[src/rtl/fp_to_int_pkg.sv]
// Shared constants for the binary32 -> integer converter: conversion codes,
// field widths, operand classes and per-format saturation values.
package fp_to_int_pkg;

    localparam logic [1:0] CONV_S32 = 2'b00;
    localparam logic [1:0] CONV_U32 = 2'b01;
    localparam logic [1:0] CONV_S64 = 2'b10;
    localparam logic [1:0] CONV_U64 = 2'b11;

    localparam int FP32_EXP_W  = 8;
    localparam int FP32_FRAC_W = 23;
    localparam int FP32_SIG_W  = FP32_FRAC_W + 1;
    localparam logic [FP32_EXP_W-1:0] EXP_BIAS = 8'd127;

    // 32-bit limits are stored already sign-extended into 64 bits
    localparam logic [63:0] S32_MAX = 64'h0000_0000_7FFF_FFFF;
    localparam logic [63:0] S32_MIN = 64'hFFFF_FFFF_8000_0000;
    localparam logic [63:0] U32_MAX = 64'hFFFF_FFFF_FFFF_FFFF;
    localparam logic [63:0] S64_MAX = 64'h7FFF_FFFF_FFFF_FFFF;
    localparam logic [63:0] S64_MIN = 64'h8000_0000_0000_0000;
    localparam logic [63:0] U64_MAX = 64'hFFFF_FFFF_FFFF_FFFF;

    typedef enum logic [1:0] {
        CLS_ZERO   = 2'd0,
        CLS_NORMAL = 2'd1,
        CLS_INF    = 2'd2,
        CLS_NAN    = 2'd3
    } fp_class_t;

    function automatic logic [63:0] conv_max(input logic [1:0] c);
        case (c)
            CONV_S32: conv_max = S32_MAX;
            CONV_U32: conv_max = U32_MAX;
            CONV_S64: conv_max = S64_MAX;
            default:  conv_max = U64_MAX;
        endcase
    endfunction

    function automatic logic [63:0] conv_min(input logic [1:0] c);
        case (c)
            CONV_S32: conv_min = S32_MIN;
            CONV_S64: conv_min = S64_MIN;
            default:  conv_min = 64'd0;
        endcase
    endfunction

endpackage

[src/rtl/fp32_align_shift.sv]
// Combinational alignment of a 24-bit significand to an integer magnitude,
// truncating toward zero and reporting whether any discarded bit was set.
module fp32_align_shift
    import fp_to_int_pkg::*;
(
    input  logic [FP32_SIG_W-1:0] sig,
    input  logic [FP32_EXP_W-1:0] exp,
    output logic [63:0]           mag,
    output logic                  sticky
);

    logic       shift_left;
    logic [7:0] lsh_full;
    logic [7:0] rsh_full;
    logic [5:0] lsh;
    logic [5:0] rsh;

    assign shift_left = (exp >= 8'd150);
    assign lsh_full   = exp - 8'd150;
    assign rsh_full   = 8'd150 - exp;
    // Left shifts past 40 only occur on overflow, and a right shift of 32
    // already moves every significand bit below the binary point.
    assign lsh = (lsh_full > 8'd63) ? 6'd63 : lsh_full[5:0];
    assign rsh = (rsh_full > 8'd32) ? 6'd32 : rsh_full[5:0];

    logic [63:0] lstage [0:6];
    logic [55:0] rstage [0:6];

    assign lstage[0] = {40'd0, sig};
    assign rstage[0] = {sig, 32'd0};

    generate
        for (genvar gi = 0; gi < 6; gi++) begin : g_barrel
            localparam int SH = 1 << gi;
            assign lstage[gi+1] = lsh[gi] ? {lstage[gi][63-SH:0], {SH{1'b0}}} : lstage[gi];
            assign rstage[gi+1] = rsh[gi] ? {{SH{1'b0}}, rstage[gi][55:SH]} : rstage[gi];
        end
    endgenerate

    always_comb begin
        mag    = 64'd0;
        sticky = 1'b0;
        if (shift_left) begin
            mag = lstage[6];
        end else begin
            mag    = {40'd0, rstage[6][55:32]};
            sticky = |rstage[6][31:0];
        end
    end

endmodule

[src/rtl/floating_point_to_int.sv]
// Two-stage binary32 -> signed/unsigned 32/64-bit integer converter with
// truncation and saturation. Define FTOI_INEXACT_EN to add inexact_flag.
module floating_point_to_int
    import fp_to_int_pkg::*;
(
    input  logic        clk,
    input  logic        reset,
    input  logic [31:0] float,
    input  logic [1:0]  conv,
    output logic        invalid_op_flag,
    output logic [63:0] int_result
`ifdef FTOI_INEXACT_EN
    ,
    output logic        inexact_flag
`endif
);

    // Stage 1: unpack and classify
    logic [FP32_EXP_W-1:0]  f_exp;
    logic [FP32_FRAC_W-1:0] f_frac;
    fp_class_t              cls_next;

    assign f_exp  = float[30:23];
    assign f_frac = float[22:0];

    always_comb begin
        cls_next = CLS_NORMAL;
        if (f_exp == 8'h00) begin
            cls_next = CLS_ZERO;
        end else if (f_exp == 8'hFF) begin
            cls_next = (f_frac != '0) ? CLS_NAN : CLS_INF;
        end
    end

    logic                  sign_reg;
    logic [FP32_EXP_W-1:0] exp_reg;
    logic [FP32_SIG_W-1:0] sig_reg;
    fp_class_t             cls_reg;
    logic [1:0]            conv_reg;

    always_ff @(posedge clk) begin
        if (reset) begin
            sign_reg <= 1'b0;
            exp_reg  <= '0;
            sig_reg  <= '0;
            cls_reg  <= CLS_ZERO;
            conv_reg <= CONV_S32;
        end else begin
            sign_reg <= float[31];
            exp_reg  <= f_exp;
            // Hidden bit is zero for denormals, so sig_reg != 0 flags a denormal
            sig_reg  <= {(f_exp != 8'h00), f_frac};
            cls_reg  <= cls_next;
            conv_reg <= conv;
        end
    end

    // Stage 2: align, negate, saturate
    logic [63:0] mag;
    logic        sticky;

    fp32_align_shift u_align (
        .sig    (sig_reg),
        .exp    (exp_reg),
        .mag    (mag),
        .sticky (sticky)
    );

    logic        is64;
    logic        is_signed;
    logic [7:0]  ovf_exp;
    logic        exact_min;
    logic        overflow;
    logic [63:0] fmt_max;
    logic [63:0] fmt_min;

    assign is64      = conv_reg[1];
    assign is_signed = ~conv_reg[0];
    assign ovf_exp   = is64 ? 8'd191 : 8'd159;
    assign exact_min = sign_reg && (sig_reg == 24'h80_0000);
    // One exponent below the unsigned limit only the exact minimum fits signed
    assign overflow  = (exp_reg >= ovf_exp) ||
                       (is_signed && (exp_reg == ovf_exp - 8'd1) && !exact_min);
    assign fmt_max   = conv_max(conv_reg);
    assign fmt_min   = conv_min(conv_reg);

    logic [63:0] raw_next;
    logic [63:0] result_next;
    logic        invalid_next;

    always_comb begin
        raw_next     = 64'd0;
        invalid_next = 1'b0;
        case (cls_reg)
            CLS_NAN: begin
                raw_next     = fmt_max;
                invalid_next = 1'b1;
            end
            CLS_INF: begin
                raw_next     = sign_reg ? fmt_min : fmt_max;
                invalid_next = 1'b1;
            end
            CLS_NORMAL: begin
                if (is_signed) begin
                    if (overflow) begin
                        raw_next     = sign_reg ? fmt_min : fmt_max;
                        invalid_next = 1'b1;
                    end else begin
                        raw_next = sign_reg ? (64'd0 - mag) : mag;
                    end
                end else if (sign_reg) begin
                    raw_next     = 64'd0;
                    invalid_next = (exp_reg >= EXP_BIAS);
                end else if (overflow) begin
                    raw_next     = fmt_max;
                    invalid_next = 1'b1;
                end else begin
                    raw_next = mag;
                end
            end
            default: begin
                raw_next     = 64'd0;
                invalid_next = 1'b0;
            end
        endcase
    end

    assign result_next = is64 ? raw_next : {{32{raw_next[31]}}, raw_next[31:0]};

    logic [63:0] int_result_reg;
    logic        invalid_reg;

    always_ff @(posedge clk) begin
        if (reset) begin
            int_result_reg <= 64'd0;
            invalid_reg    <= 1'b0;
        end else begin
            int_result_reg <= result_next;
            invalid_reg    <= invalid_next;
        end
    end

    assign int_result      = int_result_reg;
    assign invalid_op_flag = invalid_reg;

`ifdef FTOI_INEXACT_EN
    logic inexact_next;
    logic inexact_reg;

    // A normal operand saturates exactly when it is invalid
    always_comb begin
        inexact_next = 1'b0;
        if (cls_reg == CLS_ZERO) begin
            inexact_next = |sig_reg;
        end else if (cls_reg == CLS_NORMAL) begin
            inexact_next = sticky && !invalid_next;
        end
    end

    always_ff @(posedge clk) begin
        if (reset) begin
            inexact_reg <= 1'b0;
        end else begin
            inexact_reg <= inexact_next;
        end
    end

    assign inexact_flag = inexact_reg;
`endif

endmodule

[config.mk]
export PLATFORM = sky130hd
export DESIGN_NAME = floating_point_to_int
export DESIGN_NICKNAME = d
export VERILOG_FILES = /design/src/rtl/fp_to_int_pkg.sv /design/src/rtl/fp32_align_shift.sv /design/src/rtl/floating_point_to_int.sv
export SDC_FILE = /design/constraint.sdc
export NUM_CORES = 1
export LEC_CHECK = 0
export BUFFER_PORTS_ARGS = -buffer_cell sky130_fd_sc_hd__buf_2
export CAP_MARGIN = 30
export CORE_UTILIZATION = 39
export CTS_CLUSTER_DIAMETER = 60
export DETAILED_ROUTE_END_ITERATION = 8
export PLACE_DENSITY = 0.63
export SETUP_SLACK_MARGIN = 0.15
export SYNTH_ARGS = -nofsm -noshare
export SYNTH_HDL_FRONTEND = slang
export SYNTH_SLANG_ARGS = --single-unit
[constraint.sdc]
create_clock -name clk -period 5.91 [get_ports clk]
set_clock_uncertainty 0.15 [all_clocks]
set_input_delay 0.591 -clock clk [delete_from_list [all_inputs] [get_ports clk]]
set_output_delay 0.591 -clock clk [all_outputs]
set_load 0.005 [all_outputs]
==> After elaboration in Yosys (flattened, before gate mapping) <==
Cells that the tools add are included.
Widths: inputs -> output; s select.
{ "word_totals": {"ram_bits": 0, "regBits": 102, "out_inout_bits": 65, "wordCells": 70, "memories": 0, "rom_bits": 0, "latchBits": 0} }
{ "op_classes": {"n_eq_ne": 7, "multipliers": 0, "n_mux": 32, "n_bitwise": 2, "shifts": 0, "div": 0, "n_lt_le_gt_ge": 5, "addsub": 4, "n_reduce_logical": 12} }
{ "ops": {"columns": ["op", "n"], "rows": [
  ["$mux 64", 13],
  ["$mux 56", 6],
  ["$pmux 64 s2", 2],
  ["$pmux 64 s3", 1],
  ["$sub 1x64->64 const A", 1],
  ["$mux 25", 1],
  ["$eq 24x24->1 const B", 1],
  ["$reduce_bool 23->1", 1],
  ["$mux 6", 3],
  ["$gt 8x6->1 const B", 2],
  ["$eq 8x8->1", 1],
  ["$eq 8x8->1 const B", 1],
  ["$ge 8x7->1 const B", 1],
  ["$ge 8x8->1", 1],
  ["$ge 8x8->1 const B", 1],
  ["$logic_not 8->1", 1],
  ["$reduce_bool 8->1", 1],
  ["$sub 8x1->8 const B", 1],
  ["$sub 8x8->8 const A", 1],
  ["$sub 8x8->8 const B", 1],
  ["$eq 2x2->1 const B", 3],
  ["$mux 1", 5],
  ["$reduce_or 2->1", 2],
  ["$logic_and 1x1->1", 3],
  ["other kinds (7)", 8]
]} }

==> Longest topological paths before layout <==
{ "depth": {"word_depth": 16, "ltp_mapped": 21} }

==> By module <==
A second synthesis with hierarchy kept.
{ "unflattened": {"hier_cells": 1410, "hier_area_um2": 10122.2} }
{ "modules_own_cells": {"columns": ["mod", "seq_area_each_um2", "instances", "cells_each", "area_per_inst_um2"], "rows": [
  ["floating_point_to_int", 2042.0, 1, 696, 5576.6],
  ["fp32_align_shift", 0.0, 1, 714, 4545.6]
]} }

==> Worst setup path before layout <==
Ideal clock, no wire load.
{ "synth_path": {"path_type": "register to register", "start": "register exp_reg[0]", "end": "register int_result_reg[58] (netlist: int_result[58])", "stages_incl_launch_ff": 17, "path_slack_ps": 1011, "arrival_time_ps": 4670, "n_path_buf": 3, "cell_sequence": "dfxtp_1 > inv_1 > buf_1 > clkbuf_1 > ha_1 > clkbuf_1 > clkinv_1 > nor2_4 > mux2_2 > o221a_2 > o31ai_2 > nor4b_2 > nand2_1 > or3_1 > a31oi_1 > mux2_2 > o211ai_1"} }
{ "synth_via": {"elab_chain_len": 16, "elab_cells_between_ends": 33} }
{ "synth_lines": {"columns": ["item", "line_no", "text"], "rows": [
  ["start: declaration", "floating_point_to_int.sv:36", "logic [FP32_EXP_W-1:0] exp_reg;"],
  ["start signal: assignment", "floating_point_to_int.sv:50", "exp_reg <= f_exp;"],
  ["$sub 8x8->8 (on tied branches)", "fp32_align_shift.sv:20, fp32_align_shift.sv:19", null],
  ["$gt 8x6->1 (on tied branches)", "fp32_align_shift.sv:24, fp32_align_shift.sv:23", null],
  ["$mux 6 (on tied branches)", "fp32_align_shift.sv:24, fp32_align_shift.sv:23", null],
  ["$mux 56 or $mux 25 (tied branches)", "fp32_align_shift.sv:36, fp32_align_shift.sv:35", null],
  ["$mux 56 or $mux 64 (tied branches) (5 in series)", "fp32_align_shift.sv:36, fp32_align_shift.sv:35", null],
  ["$mux 64", "fp32_align_shift.sv:43", "if (shift_left) begin"],
  ["$sub 1x64->64", "floating_point_to_int.sv:109", "raw_next = sign_reg ? (64'd0 - mag) : mag;"],
  ["$mux 64", "floating_point_to_int.sv:109", null],
  ["$mux 64", "floating_point_to_int.sv:105", "if (overflow) begin"],
  ["$mux 64 (*)", "floating_point_to_int.sv:104", "if (is_signed) begin"],
  ["$pmux 64 s3 (*)", "floating_point_to_int.sv:94", "case (cls_reg)"],
  ["$mux 64 (*)", "floating_point_to_int.sv:128", "assign result_next = is64 ? raw_next : {{32{raw_next[31]}}, raw_next[31:0]};"],
  ["end signal: assignment", "floating_point_to_int.sv:138", "int_result_reg <= result_next;"],
  ["end: declaration", "floating_point_to_int.sv:130", "logic [63:0] int_result_reg;"]
]} }
Every way passes the cells marked *; elsewhere a longest branch is shown, timed or not.
A chain may end at the register's enable or synchronous reset.

==> Final worst setup path <==
{ "layout_path": {"start": "register exp_reg[1]", "end": "register int_result_reg[58] (netlist: int_result[58])"} }
Same word-level chain as after synthesis.

==> impl_metrics.ini <==
[layout]
antenna_cells = 0
largest_register_ff_count = 64
finish.net_count = 1838
area.sequential_mm2 = 0.00205
filler_cell_count = 3085
stdcell_area_mm2 = 0.0134
area_overhead_vs_synth_pct = 16.0
multiInputGateArea_mm2 = 0.00893
fraction_of_final_layout_cells_sized_beyond_drive_strength_1 = 0.193

[run_status]
status = finished, final reports clean

[setup_path]
startpoint_type_of_the_worst_setup_path = flop
crit_path_end_kind = flop
register_to_register_setup_slack_ns = 0.47
timing.reg2reg.worst_path_depth = 17
worstPathRequired_ns = 6.04
timing.rr.end = int_result[58]$_SDFF_PP0_
crit_path_max_fanout = 59
worst_setup_path_startpoint = exp_reg[1]$_SDFF_PP0_
crit-reg2reg-launch = exp_reg[1]$_SDFF_PP0_
arr_time_crit_path_ns = 5.57
critical_path_class = flop to flop

[logic_synthesis]
yosys.cell_count.top_type = nand2_1
synth_edf_count = 0
unique_masters_post_synth = 99
postSynth.asyncResetShare = 0
netlist_instances = 1696
synth_warnings = 0
ys_seq_area_frac = 0.177
netlist.top_cell.by_area = dfxtp_1
number_of_synthesized_register_bits = 102
synth_fp_nets = 1738
postSynth.topFlopCell = dfxtp_1
cell_area_synth_mm2 = 0.0115
cell_types_with_the_largest_area_share_after_synthesis = dfxtp_1 (18%), nand2_1 (6.5%), a21oi_1 (5.5%), o21ai_0 (5.4%), nor2_1 (5.1%)
synth_top_cell_area_share = 0.177
avgSynthCellArea_um2 = 6.81
synth.cells.most_frequent = nand2_1 (201), nor2_1 (158), a21oi_1 (127), o21ai_0 (125), dfxtp_1 (102)

[global_routing]
total_gr_overflow = 0
wire_length_of_the_first_global_routing_pass_mm = 93.8
number_of_global_route_vias_before_repair = 14100
global_route.usage.total = 0.415
antenna_found_initial = 0
grt_start_max_net_pins = 75

[timing]
slew_headroom = 0.280
fmaxAchievable_mhz = 184
rsz_0062_raised_after_global_routing = no
worst_slew_pin_slew_ns = 1.07
hold_viol = 0
timing.final.crit_period_ns = 5.44
finalSetupViolCount = 0
setup_ws_ns = 0.472
timing.final.crit_share = 0.920
tns_ns = 0
timing_max_transition_violations_final = 0

[power_and_ir_drop]
cellPowerDensity_mw_per_mm2 = 187
power.leakage_nw = 5.31
peakVddDrop_mv = 0.124
design_power_total_mw = 2.50

[placed_design]
detailedPlacementHpwl_mm = 50.4
numPortBuffers = 100
dpl_worst_slack_ns = 0.324
gp_congestion = 1.04
dpl-instance-area_mm2 = 0.0129

[route]
post-route-drc-count = 0
num_vias = 15100
detailedRoute.firstPassIterationCount = 9
ant_nets = 0
routed_wire_length_per_instance_um = 29.5
detail_route.wirelength_mm = 64.4
vias_per_cell = 6.91
drt_first_iter_violations = 2227

[clock_tree]
clk_pin_slew_ns = 0.07
tritoncts_clock_tree = yes
clk-insertion-delay-late_ns = 0.36
cts_made_buffers = 9
cts.root.buffer_cell = clkbuf_16
maximum_number_of_buffers_from_clock_root_to_sink = 2
clock_sinks = 102
clock_tree.htree_level_count = 3

[floorplan]
initial_core_utilization = 0.399
floorplan.die.height_um = 174
placeableCoreArea_mm2 = 0.0289
die_width_um = 174
ios = 101
area_of_the_die_mm2 = 0.0303
rows = 62

[worst_hold_path]
whs_path_depth = 2
min_to = sign_reg$_SDFF_PP0_
hold_path_startpoint = float[31]
hold_path.class = input pin to flop

[job]
timing.max_cap.violations = 0
-- layout by cell type, fill, tap and decap left out, types with 10 or more instances in the layout --
master and instances:
inv_1 20, a21oi_1 124, o31ai_1 23, buf_4 126
a32oi_1 10, a31oi_1 32, nor4_1 26, o21a_1 12
a22oi_1 13, o221ai_1 13, o22a_1 12, xnor2_1 20
nand2_1 201, nand2b_1 14, a221oi_1 14, nand3_1 70
and3_1 25, nand4_1 27, and2_1 31, buf_2 100
o21ai_0 125, mux2i_1 26, xor2_1 14, nor3_1 54
o22ai_1 20, nor2_1 158, or3_1 15, dfxtp_1 98
a211oi_1 26, a21o_1 11, o21ai_1 14, mux2_2 25
o211ai_1 34, nor2b_1 47
-- worst max-delay path, stage by stage (launching register included) --
cell	delay [ns]
dfxtp_2	0.40
buf_12	0.29
nand2_1	0.18
o21ai_0	0.26
buf_4	0.21
and4_1	0.45
o22ai_1	0.22
a211o_1	0.45
a211oi_2	0.43
and2_1	0.33
and3_1	0.22
nand4_1	0.14
nor4_1	0.32
nand2_1	0.21
or3_1	0.42
a31oi_1	0.17
mux2_2	0.35
o211ai_1	0.15
-- repair_timing --
action / CTS / global route
gates resized for setup: 0 / 25
hold buffers: 0 / 0
setup endpoints to repair: 0 / 36
buffers inserted: 0 / 6
-- power by group --
part           switching [mW]  internal (mW)  total [mW]
Combinational           0.715          0.372        1.09
Sequential             0.0409          0.711       0.752
Clock                   0.277          0.382       0.658
Total                    1.03           1.46        2.50
-- area by class of cell --
type | count | area share
multi-input cells | 1430 | 0.667
inverters | 22 | 0.00617
well taps | 384 | 0.0359
repair buffers | 231 | 0.114
flip-flops and latches | 102 | 0.153
clock inverters | 5 | 0.00607
clock buffers | 10 | 0.0178
-- worst max path at each step --
stage / endpoint / slack [ns] / cells after the start
after floorplan: int_result[58]$_SDFF_PP0_ / 1.01 / 16
after global placement: int_result[50]$_SDFF_PP0_ / 0.28 / 18
after detailed placement: int_result[50]$_SDFF_PP0_ / 0.32 / 18
after CTS: int_result[50]$_SDFF_PP0_ / 0.31 / 18
after global routing: int_result[50]$_SDFF_PP0_ / 0.17 / 17
final: int_result[58]$_SDFF_PP0_ / 0.47 / 17
-- layer usage --
metal / GRT usage / routed length (µm) / part of all wire / vias to the layer above
met5: 0 / 0 / 0 / -
met4: 0.283 / 4850 / 0.075 / 0
met3: 0.0945 / 6500 / 0.10 / 240
met2: 0.642 / 28200 / 0.44 / 1100
met1: 0.512 / 24800 / 0.39 / 7147
li1: - / - / - / 6609
-- metrics by stage --
step | utilization | std cells | hold WS (ns)
final | 0.463 | 2184 | 0.284
after global routing | 0.463 | 2184 | 0.302
after CTS | 0.457 | 2177 | 0.285
after detailed placement | 0.446 | 2162 | 0.554
after global placement | 0.446 | 2162 | 0.569
after floorplan | - | 1696 | 0.383
-- cell families after synthesis --
logic type               count (synthesis)  share of synthesized area
multiplexers                            55                     0.0547
buffers and inverters                  164                     0.0595
AO/OA/AOI/OAI                          616                      0.367
adder cells (fa/ha/maj)                  6                    0.00650
XOR/XNOR                                35                     0.0266
AND/OR/NAND/NOR                        718                      0.309
flip-flops                             102                      0.177
(Power assumes the default switching activity.)
